--- src/rtl/gate_pipe_if.sv ---
`timescale 1ns/1ps
`default_nettype none
// ============================================================================
// Module      : gate_pipe_if
// Description : Handshake bundle for gate_pipe. Carries the upstream
//               valid/ready + op/operands side and the downstream
//               valid/ready + result side.
//               master : drives in_valid/op/operands/out_ready
//               slave  : drives in_ready/out_valid/result (the pipe itself)
// Parameters  : WIDTH  - operand/result width
//               NUM_IN - number of packed operands
// Revision    : 1.0 - initial release
// ============================================================================
interface gate_pipe_if #(
    parameter int WIDTH  = 8,
    parameter int NUM_IN = 2
);
    logic                    in_valid;
    logic                    in_ready;
    logic [2:0]              op;
    logic [NUM_IN*WIDTH-1:0] operands;
    logic                    out_valid;
    logic                    out_ready;
    logic [WIDTH-1:0]        result;

    modport master (
        output in_valid, op, operands, out_ready,
        input  in_ready, out_valid, result
    );

    modport slave (
        input  in_valid, op, operands, out_ready,
        output in_ready, out_valid, result
    );
endinterface
`default_nettype wire

--- src/rtl/gate_pipe.sv ---
`timescale 1ns/1ps
`default_nettype none
// ============================================================================
// Module      : gate_pipe
// Description : Two-stage pipelined N-input bitwise logic unit.
//               op: 0 AND, 1 OR, 2 XOR, 3 NAND, 4 NOR, 5 XNOR,
//                   6 NOT (~operand0), 7 PASS (operand0)
//               S1 registers op/operands, S2 registers the result.
// Ports       : clk       - system clock, rising edge
//               rst       - synchronous reset, active-high
//               bus       - gate_pipe_if.slave (in/out handshakes, data)
//               txn_count - output transfer count, saturating (optional)
// Option      : GATE_PIPE_STATS_EN adds the txn_count port and counter.
// Revision    : 1.0 - initial release
// ============================================================================
module gate_pipe #(
    parameter int WIDTH  = 8,
    parameter int NUM_IN = 2
) (
    input  wire logic        clk,
    input  wire logic        rst,
    gate_pipe_if.slave       bus
`ifdef GATE_PIPE_STATS_EN
    ,
    output logic [15:0]      txn_count
`endif
);

    localparam logic [2:0] c_OP_AND  = 3'd0;
    localparam logic [2:0] c_OP_OR   = 3'd1;
    localparam logic [2:0] c_OP_XOR  = 3'd2;
    localparam logic [2:0] c_OP_NAND = 3'd3;
    localparam logic [2:0] c_OP_NOR  = 3'd4;
    localparam logic [2:0] c_OP_XNOR = 3'd5;
    localparam logic [2:0] c_OP_NOT  = 3'd6;

    logic                    s1_valid_q;
    logic [2:0]              s1_op_q;
    logic [NUM_IN*WIDTH-1:0] s1_opnd_q;
    logic                    s2_valid_q;
    logic [WIDTH-1:0]        s2_result_q;

    logic                    w_in_ready;
    logic                    w_in_fire;
    logic                    w_s2_load;
    logic [WIDTH-1:0]        w_and;
    logic [WIDTH-1:0]        w_or;
    logic [WIDTH-1:0]        w_xor;
    logic [WIDTH-1:0]        w_opnd0;
    logic [WIDTH-1:0]        result_d;

    // S2 advances when it is empty or being drained this cycle.
    assign w_s2_load  = s1_valid_q && (!s2_valid_q || bus.out_ready);
    // S1 can take a new item whenever it is empty or moving into S2;
    // this is the only combinational path from out_ready.
    assign w_in_ready = !s1_valid_q || !s2_valid_q || bus.out_ready;
    assign w_in_fire  = bus.in_valid && w_in_ready;

    assign bus.in_ready  = w_in_ready;
    assign bus.out_valid = s2_valid_q;
    assign bus.result    = s2_result_q;

    assign w_opnd0 = s1_opnd_q[WIDTH-1:0];

    // N-way reductions across all operands held in S1.
    always_comb begin
        w_and = '1;
        w_or  = '0;
        w_xor = '0;
        for (int i = 0; i < NUM_IN; i++) begin
            w_and = w_and & s1_opnd_q[i*WIDTH +: WIDTH];
            w_or  = w_or  | s1_opnd_q[i*WIDTH +: WIDTH];
            w_xor = w_xor ^ s1_opnd_q[i*WIDTH +: WIDTH];
        end
    end

    always_comb begin
        result_d = w_opnd0;
        case (s1_op_q)
            c_OP_AND:  result_d = w_and;
            c_OP_OR:   result_d = w_or;
            c_OP_XOR:  result_d = w_xor;
            c_OP_NAND: result_d = ~w_and;
            c_OP_NOR:  result_d = ~w_or;
            c_OP_XNOR: result_d = ~w_xor;
            c_OP_NOT:  result_d = ~w_opnd0;
            default:   result_d = w_opnd0;
        endcase
    end

    always_ff @(posedge clk) begin
        if (rst) begin
            s1_valid_q  <= 1'b0;
            s1_op_q     <= '0;
            s1_opnd_q   <= '0;
            s2_valid_q  <= 1'b0;
            s2_result_q <= '0;
        end else begin
            // Data only moves on a real transfer so S1 stays clean
            // while idle.
            if (w_in_fire) begin
                s1_op_q   <= bus.op;
                s1_opnd_q <= bus.operands;
            end
            if (w_in_ready) begin
                s1_valid_q <= bus.in_valid;
            end
            if (w_s2_load) begin
                s2_result_q <= result_d;
                s2_valid_q  <= 1'b1;
            end else if (bus.out_ready) begin
                s2_valid_q  <= 1'b0;
            end
        end
    end

`ifdef GATE_PIPE_STATS_EN
    logic [15:0] txn_count_q;

    always_ff @(posedge clk) begin
        if (rst) begin
            txn_count_q <= '0;
        end else if (s2_valid_q && bus.out_ready && (txn_count_q != 16'hFFFF)) begin
            txn_count_q <= txn_count_q + 16'd1;
        end
    end

    assign txn_count = txn_count_q;
`endif

endmodule
`default_nettype wire

--- src/flat_wrapper.sv ---
// flat-port wrapper written by rule: the top's interface ports become plain ports
module gate_pipe_flat 
#(
    parameter int WIDTH  = 8,
    parameter int NUM_IN = 2
)
  (clk, rst, bus_in_valid, bus_op, bus_operands, bus_out_ready, bus_in_ready, bus_out_valid, bus_result);
  gate_pipe_if #(.WIDTH(WIDTH), .NUM_IN(NUM_IN)) bus_i ();
  input  wire logic clk;
  input  wire logic rst;
  input wire logic [$bits(bus_i.in_valid)-1:0] bus_in_valid;
  input wire logic [$bits(bus_i.op)-1:0] bus_op;
  input wire logic [$bits(bus_i.operands)-1:0] bus_operands;
  input wire logic [$bits(bus_i.out_ready)-1:0] bus_out_ready;
  output wire logic [$bits(bus_i.in_ready)-1:0] bus_in_ready;
  output wire logic [$bits(bus_i.out_valid)-1:0] bus_out_valid;
  output wire logic [$bits(bus_i.result)-1:0] bus_result;
  assign bus_i.in_valid = bus_in_valid;
  assign bus_i.op = bus_op;
  assign bus_i.operands = bus_operands;
  assign bus_i.out_ready = bus_out_ready;
  assign bus_in_ready = bus_i.in_ready;
  assign bus_out_valid = bus_i.out_valid;
  assign bus_result = bus_i.result;
  gate_pipe #(.WIDTH(WIDTH), .NUM_IN(NUM_IN)) u_core (.clk(clk), .rst(rst), .bus(bus_i));
endmodule
--- config.mk ---
export PLATFORM = sky130hd
export DESIGN_NAME = gate_pipe_flat
export DESIGN_NICKNAME = d
export VERILOG_FILES = /design/src/rtl/gate_pipe_if.sv /design/src/rtl/gate_pipe.sv /design/src/flat_wrapper.sv
export SDC_FILE = /design/constraint.sdc
export NUM_CORES = 1
export LEC_CHECK = 0
export CAP_MARGIN = 20
export CELL_PAD_IN_SITES_DETAIL_PLACEMENT = 1
export CELL_PAD_IN_SITES_GLOBAL_PLACEMENT = 1
export CORE_AREA = 5 5 75 77
export CTS_BUF_LIST = sky130_fd_sc_hd__clkbuf_8
export DETAILED_ROUTE_END_ITERATION = 16
export DIE_AREA = 0 0 80 82
export HOLD_SLACK_MARGIN = 0.03
export PLACE_DENSITY_LB_ADDON = 0.2
export SYNTH_ARGS = -nofsm -noshare
export SYNTH_HDL_FRONTEND = slang
export SYNTH_SLANG_ARGS = --single-unit
--- constraint.sdc ---
create_clock -name clk -period 2.04 [get_ports clk]
set_input_delay 0.408 -clock clk [delete_from_list [all_inputs] [get_ports clk]]
set_output_delay 0.408 -clock clk [all_outputs]
set_load 0.005 [all_outputs]
==> impl_results.md, run 1 <==
* Status: completed
* Final hold vios at 0
* Fin crit share at 0.960
* Combinational fraction of design power at 0.211
* Clock Tree Buf Depth at 2
* Min-Delay Path Depth at 2
* CTS Buf Count at 5
* WL/cell at 14.1 um
* Syn_nets at around 280
* Worst Hold Class: flip-flop to flip-flop
* Most frequent cells in the layout: nand2_1, a21oi_1, clkdlybuf4s50_1
* Synth warn at 0
* Max-cap violation count at 0
* Worst Tran Pin Value at approximately 0.67 ns
* Antenna Violating Nets Remaining at 0
* # rows at 26
* Worst Skew at approximately 0.0045 ns
* Reg2reg start: u_core.s1_opnd_q[6]
* Routability Congestion at between 0.7 and 0.8
* Crit-path cells: clkdlybuf4s50_1, nand3b_1, clkdlybuf4s50_1
* Post-synthesis sequential element count at 29
* Register area share after synthesis at 0.306
* CP max stage cell: clkdlybuf4s50_1
* Antenna diode count at 0
* Worst path buffer plus inverter count at 2
* CTS tree: built
* HP Start: u_core.bus.result[5]
* Vias in the first global route at between 1,500 and 2,000
* Netlist cell types at 37
* Post-Route Setup TNS at 0 ns
* Core area at about 4900 um^2
* Drt total wl at roughly 4800 um
* Critical path depth in cells at 3
* CP delay by family, top: buffers and inverters
* Clk pin slew, worst setup/hold paths at 0.07 ns
* Final core utilization at 0.479
* Net Sw Power at about 410 uW
* Total gr overflow at 0
* Most frequent cell on the critical path: clkdlybuf4s50_1
* Peak Freq at about 510 MHz
* Overall Power at ~1.5 mW
* H-Tree Depth at 2
* Clock latency on the worst-skew pair at roughly 0.29 ns
* Post-Syn Area at between 1500 and 2000 um^2
* Commonest non-fill, non-tap cell in the layout: nand2_1
* DR vias at around 1,700
* Clk pwr share at 0.362
* Worst endpoint required time at about 1.6 ns
* WS Path Type: input port to primary output
* Worst r2r dst: u_core.bus.result[6]
* IO Pins at 33
* Buffers on Ports at 32
* Full die area at around 6600 um^2
* Die H at approximately 82 um
* Drt via density at roughly 5
* Layout area overhead at 24.9%
* Pwr dens at between 600 and 700 nW/um^2
* Gr usage total at 0.165
* Initial Util at 0.384
* Fin cells at ~350
* Synth Instances at between 200 and 250
* TritonCTS Sinks at 29
* Setup crit start kind: input port
* Tmin final at between 1.5 and 2 ns
* Crit. End Element: primary output
* Syn Area/Cell at 7.90 um^2
* Crit path DAT at 1.55 ns
* Share of layout cells above drive strength 1 at 0.102
* Initial antenna violation count at 0
* First-pass GRT wire length at 8200 um
* Post-layout nets at approximately 310
* Max-slew violations at 0
* Worst reg2reg path depth at 6
* DR iter-0 viols at 42
* Crit path largest cell delay at between 0.5 and 0.6 ns
* Die width at 80 um
* Pint at approximately 1.1 mW
* Seq pwr share at 0.427
* RSZ-0062 raised after global routing: false
* Root buffer cell: clkbuf_8
* Post-CTS Resized at 0
* Hpwl dp at ~3500 um
* Placed Cells at around 340
* DRT Pass-1 Iters at 4
* Crit Path Max Fanout at 3
* Reg2reg setup slack at approximately 0.46 ns
* Leakage power at around 0.90 nW
* Worst Hold Path EP: u_core.bus.result[5]
* Largest net degree at the start of global routing at between 40 and 50
* Slew margin rel. at 0.555
* Drt drc at 0
* Worst vdd ir at 326 uV
* Switching share of power at 0.277
* Final setup vio count at 0
cells in the mapped netlist:
cell type,count,area (um^2)
nand2_1,46,173
a21oi_1,32,160
dfxtp_1,29,581
inv_1,21,78.8
ha_1,16,200
nor2b_1,11,68.8
o21ai_0,9,45.0
nand2b_1,8,50.1
buf_6,6,67.6
a211oi_1,5,37.5
buf_4,5,37.5
o21ai_1,5,25.0
a32o_1,4,40.0
o211ai_1,4,30.0
o21ba_2,4,40.0
a2bb2oi_1,3,26.3
nor2_1,3,11.3
o21a_1,3,22.5
o31ai_1,3,22.5
a22o_1,2,17.5
clkbuf_1,2,7.51
mux2i_1,2,20.0
nand3b_1,2,15.0
o311ai_1,2,17.5
a211o_1,1,8.76
a211oi_2,1,12.5
and2_1,1,6.26
and2b_4,1,10.0
buf_2,1,5.00
inv_2,1,3.75
nand2_2,1,6.26
nand3_2,1,10.0
nor3_1,1,5.00
nor3b_2,1,12.5
o32a_1,1,10.0
or2_2,1,6.26
or3_1,1,6.26
worst max path at each step:
stage,from,to,slack (ns)
2_1_floorplan,u_core.s1_opnd_q[6],u_core.bus.result[6],0.58
3_3_place_gp,bus_out_ready,u_core.s1_op_q[2],0.05
3_5_place_dp,bus_out_ready,u_core.s1_op_q[0],0.02
4_1_cts,bus_out_ready,bus_in_ready,0.04
5_1_grt,bus_out_ready,bus_in_ready,0.02
6_report,bus_out_ready,bus_in_ready,0.08
stage by stage:
| step | worst slack [ns] | hold WS (ns) | cell area, um^2 |
|---|---|---|---|
| final | 0.0809 | 0.443 | 2370 |
| after global routing | 0.0179 | 0.482 | 2370 |
| after CTS | 0.0382 | 0.449 | 2350 |
| after detailed placement | 0.0165 | 0.439 | 2250 |
| after global placement | 0.0475 | 0.433 | 2250 |
| after floorplan | 0.584 | 0.443 | 1900 |
metal layers:
metal / global-route usage / vias to the layer above / wire [um]
li1: - / 884 / -
met1: 0.198 / 791 / 2280
met2: 0.286 / 33 / 2290
met3: 0.0296 / 9 / 195
met4: 0.0709 / 0 / 87
met5: 0 / - / 0
timing repair:
action,in CTS,in global routing
endpoints found under the setup margin,0,1
hold buffers,0,0
buffers inserted,0,2
worst reg2reg max path: stages, from the launching register on:
cell and delay (ns):
dfxtp_1 0.39, inv_1 0.08, ha_1 0.31, or2_2 0.28
a21oi_1 0.14, o211ai_1 0.11, a22o_1 0.18
power by group through the flow:
| stage | Clock [mW] | Combinational (mW) | Sequential (mW) |
|---|---|---|---|
| floorplan | 0 | 0.215 | 0.633 |
| global placement | 0 | 0.308 | 0.644 |
| detailed placement | 0 | 0.313 | 0.646 |
| CTS | 0.552 | 0.317 | 0.633 |
| global route | 0.570 | 0.354 | 0.638 |
| finish | 0.536 | 0.312 | 0.633 |
flip-flops by register name, summed over array words and instances (netlist names):
register              count
u_core.bus.out_valid      1
u_core.s1_op_q            3
u_core.s1_opnd_q         16
u_core.bus.result         8
u_core.s1_valid_q         1
logic make-up after synthesis:
logic type / Yosys count / synth area share
buffers and inverters: 36 / 0.106
AO/OA/AOI/OAI: 79 / 0.272
flip-flops: 29 / 0.306
AND/OR/NAND/NOR: 78 / 0.201
adder cells (fa/ha/maj): 16 / 0.106
multiplexers: 2 / 0.0106
area by class of cell:
cell class / count / area, um^2
tap: 70 / 87.6
timing repair buffer: 41 / 400
inverter: 22 / 82.6
clock buffer: 7 / 96.3
sequential: 29 / 581
fill: 628 / 2580
clock inverter: 1 / 5.00
multi-input combinational: 175 / 1120
No activity file was read; power rests on OpenSTA's default activity.
==> run 2, diff against run 1 <==
--- a/config.mk
+++ b/config.mk
@@ -5,15 +5,16 @@
 export SDC_FILE = /design/constraint.sdc
 export NUM_CORES = 1
 export LEC_CHECK = 0
-export CAP_MARGIN = 20
+export CAP_MARGIN = 0
 export CELL_PAD_IN_SITES_DETAIL_PLACEMENT = 1
 export CELL_PAD_IN_SITES_GLOBAL_PLACEMENT = 1
-export CORE_AREA = 5 5 75 77
-export CTS_BUF_LIST = sky130_fd_sc_hd__clkbuf_8
+export CORE_AREA = 5 5 76 78
+export CTS_BUF_LIST = sky130_fd_sc_hd__clkbuf_4 sky130_fd_sc_hd__clkbuf_8 sky130_fd_sc_hd__clkbuf_16
 export DETAILED_ROUTE_END_ITERATION = 16
-export DIE_AREA = 0 0 80 82
+export DIE_AREA = 0 0 81 83
 export HOLD_SLACK_MARGIN = 0.03
 export PLACE_DENSITY_LB_ADDON = 0.2
+export SKIP_CTS_REPAIR_TIMING = 1
 export SYNTH_ARGS = -nofsm -noshare
 export SYNTH_HDL_FRONTEND = slang
 export SYNTH_SLANG_ARGS = --single-unit
==> run 2 against run 1 <==
Against the previous run:
- non-clock buffer count fell by 1
- highest routed layer unchanged
- setup slack got worse by 0.028 ns
- final cell count fell by 0.29%
- clock power rose by 20%
==> impl_results.md, run 2 (synthesis results as in run 1) <==
* # rows at 26 (unchanged)
* Max-slew violations at 0 (unchanged)
* Clk pin slew, worst setup/hold paths at 0.07 ns (about the same)
* Status: completed
* Crit path DAT at 1.58 ns (+0.03 ns)
* Hpwl dp at 3620 um (+2.9%)
* Largest register by flop count: u_core.s1_opnd_q
* Commonest non-fill, non-tap cell in the layout: nand2_1
* CTS Buf Count at 5 (unchanged)
* Routability Congestion at 0.770 (+6.2%)
* Final core utilization at 0.475 (-0.00397)
* Fin crit share at 0.974 (+0.0139)
* Total gr overflow at 0 (unchanged)
* Clock latency on the worst-skew pair at 0.28 ns (about the same)
* Worst vdd ir at 359 uV (+10%)
* Drt total wl at 4710 um (-3.0%)
* Worst reg2reg path depth at 6 (unchanged)
* Die H at 83 um (+1.2%)
* Root buffer cell: clkbuf_8
* Filler cell count in the final layout at 628 (unchanged)
* Final setup vio count at 0 (unchanged)
* First-pass GRT wire length at 8140 um (-0.84%)
* Reg2reg start: u_core.s1_opnd_q[6]
* Drt drc at 0 (unchanged)
* Clock Tree Buf Depth at 2 (unchanged)
* Core area at 5010 um^2 (+1.3%)
* Placement Cell Area at 2260 um^2 (+0.33%)
* Leakage power at 0.902 nW (about the same)
* Reg2reg setup slack at 0.41 ns (-0.05 ns)
* Full die area at 6720 um^2 (+2.5%)
* Worst endpoint required time at 1.63 ns (about the same)
* DP Worst Slack at 0.0486 ns (+0.0322 ns)
* Pwr dens at 669 nW/um^2 (+6.9%)
* Layout area overhead at 25.5%
* Peak Freq at 503 MHz (-1.4%)
* Critical Path Source: bus_out_ready
* Initial antenna violation count at 0 (unchanged)
* H-Tree Depth at 2 (unchanged)
* Reg area at 581 um^2 (unchanged)
* DRT Pass-1 Iters at 4 (unchanged)
* Final hold vios at 0 (unchanged)
* Max reg flops at 16 (unchanged)
* Worst Hold Class: flip-flop to flip-flop
* Setup crit start kind: input port
* Antenna diode count at 0 (unchanged)
* Share of layout cells above drive strength 1 at 0.0985 (-0.00328)
* Initial Util at 0.379 (-0.00498)
* Worst r2r dst: u_core.bus.result[6]
* Crit Path Max Fanout at 4 (+1)
* Buffers on Ports at 32 (unchanged)
* Largest net degree at the start of global routing at 31 (-30%)
* WS Path Type: input port to primary output
* Slew margin rel. at 0.571 (+0.0160)
* CTS tree: built
* Final instance area at 2380 um^2 (+0.48%)
* TritonCTS Sinks at 29 (unchanged)
* Worst setup margin at 0.0525 ns (-0.0284 ns)
* Drt via density at 4.93 (-0.88%)
* Die width at 81 um (+1.3%)
* Crit. End Element: primary output
* Post-layout nets at 312 (-0.32%)
* DR iter-0 viols at 77 (+83%)
* IO Pins at 33 (unchanged)
* Vias in the first global route at 1,639 (-5.0%)
* DR vias at 1,697 (-1.2%)
* Gr usage total at 0.152 (-0.0130)
* HP Start: u_core.bus.result[7]
* RSZ-0062 raised after global routing: false
* Worst Skew at 0.00791 ns (+0.00339 ns)
* Worst Hold Path EP: u_core.bus.result[7]
* Worst Tran Pin Value at 0.643 ns (-0.0240 ns)
* Max-cap violation count at 0 (unchanged)
* Tmin final at 1.99 ns (+0.0284 ns)
* Min-Delay Path Depth at 2 (unchanged)
* Antenna Violating Nets Remaining at 0 (unchanged)
* Most frequent cells in the layout: nand2_1, a21oi_1, clkdlybuf4s50_1
* WL/cell at 13.7 um (-2.7%)
* Footprint of the multi-input gates at 1120 um^2 (unchanged)
* Post-Route Setup TNS at 0 ns (unchanged)
run 2: cell count changes in the layout (fill, tap and decap cells not counted):
cell,delta
buf_4,-1
bufinv_16,+1
clkbuf_8,-1
clkinv_2,-1
clkinvlp_4,+1
run 2: layout make-up:
type / count / area share
Clock inverter: 2 / 0.0158
Clock buffer: 6 / 0.0347
Timing Repair Buffer: 40 / 0.165
Tap cell: 70 / 0.0368
Multi-Input combinational cell: 175 / 0.469
Inverter: 22 / 0.0347
Sequential cell: 29 / 0.244
run 2: power by group:
group	internal [mW]	total [mW]	switching, mW
clock	0.397	0.645	0.248
sequential	0.599	0.638	0.0387
combinational	0.169	0.309	0.140
run 2: stage by stage:
step / hold slack, ns / power [mW] / std cells
floorplan: 0.443 / 0.848 / 240
global placement: 0.434 / 0.953 / 336
detailed placement: 0.445 / 0.963 / 336
CTS: 0.452 / 1.61 / 344
global route: 0.479 / 1.68 / 344
finish: 0.448 / 1.59 / 344
run 2: how the worst max path moves through the flow:
stage / end / depth (start not counted) / slack, ns
2_1_floorplan: u_core.bus.result[6] / 6 / 0.58
3_3_place_gp: bus_in_ready / 3 / 0.07
3_5_place_dp: u_core.s1_opnd_q[13] / 5 / 0.05
4_1_cts: bus_in_ready / 3 / 0.05
5_1_grt: bus_in_ready / 3 / 0.004
6_report: bus_in_ready / 3 / 0.05
run 2: routing by layer:
layer,part of all wire,up-vias,track usage
met1,0.49,776,0.212
met4,0.012,0,0.0461
li1,-,889,-
met2,0.46,26,0.229
met3,0.037,6,0.0346
met5,0,-,0
run 2: worst max-delay path, stage by stage:
cell and delay [ns]:
clkdlybuf4s50_1 0.46, nand3b_1 0.18, clkdlybuf4s50_1 0.53
==> run 3, diff against run 2 <==
--- a/config.mk
+++ b/config.mk
@@ -5,7 +5,7 @@
 export SDC_FILE = /design/constraint.sdc
 export NUM_CORES = 1
 export LEC_CHECK = 0
-export CAP_MARGIN = 0
+export CAP_MARGIN = 20
 export CELL_PAD_IN_SITES_DETAIL_PLACEMENT = 1
 export CELL_PAD_IN_SITES_GLOBAL_PLACEMENT = 1
 export CORE_AREA = 5 5 76 78
==> results of run 3 <==
Final layout, timing and power as in run 2 (identical DEF).
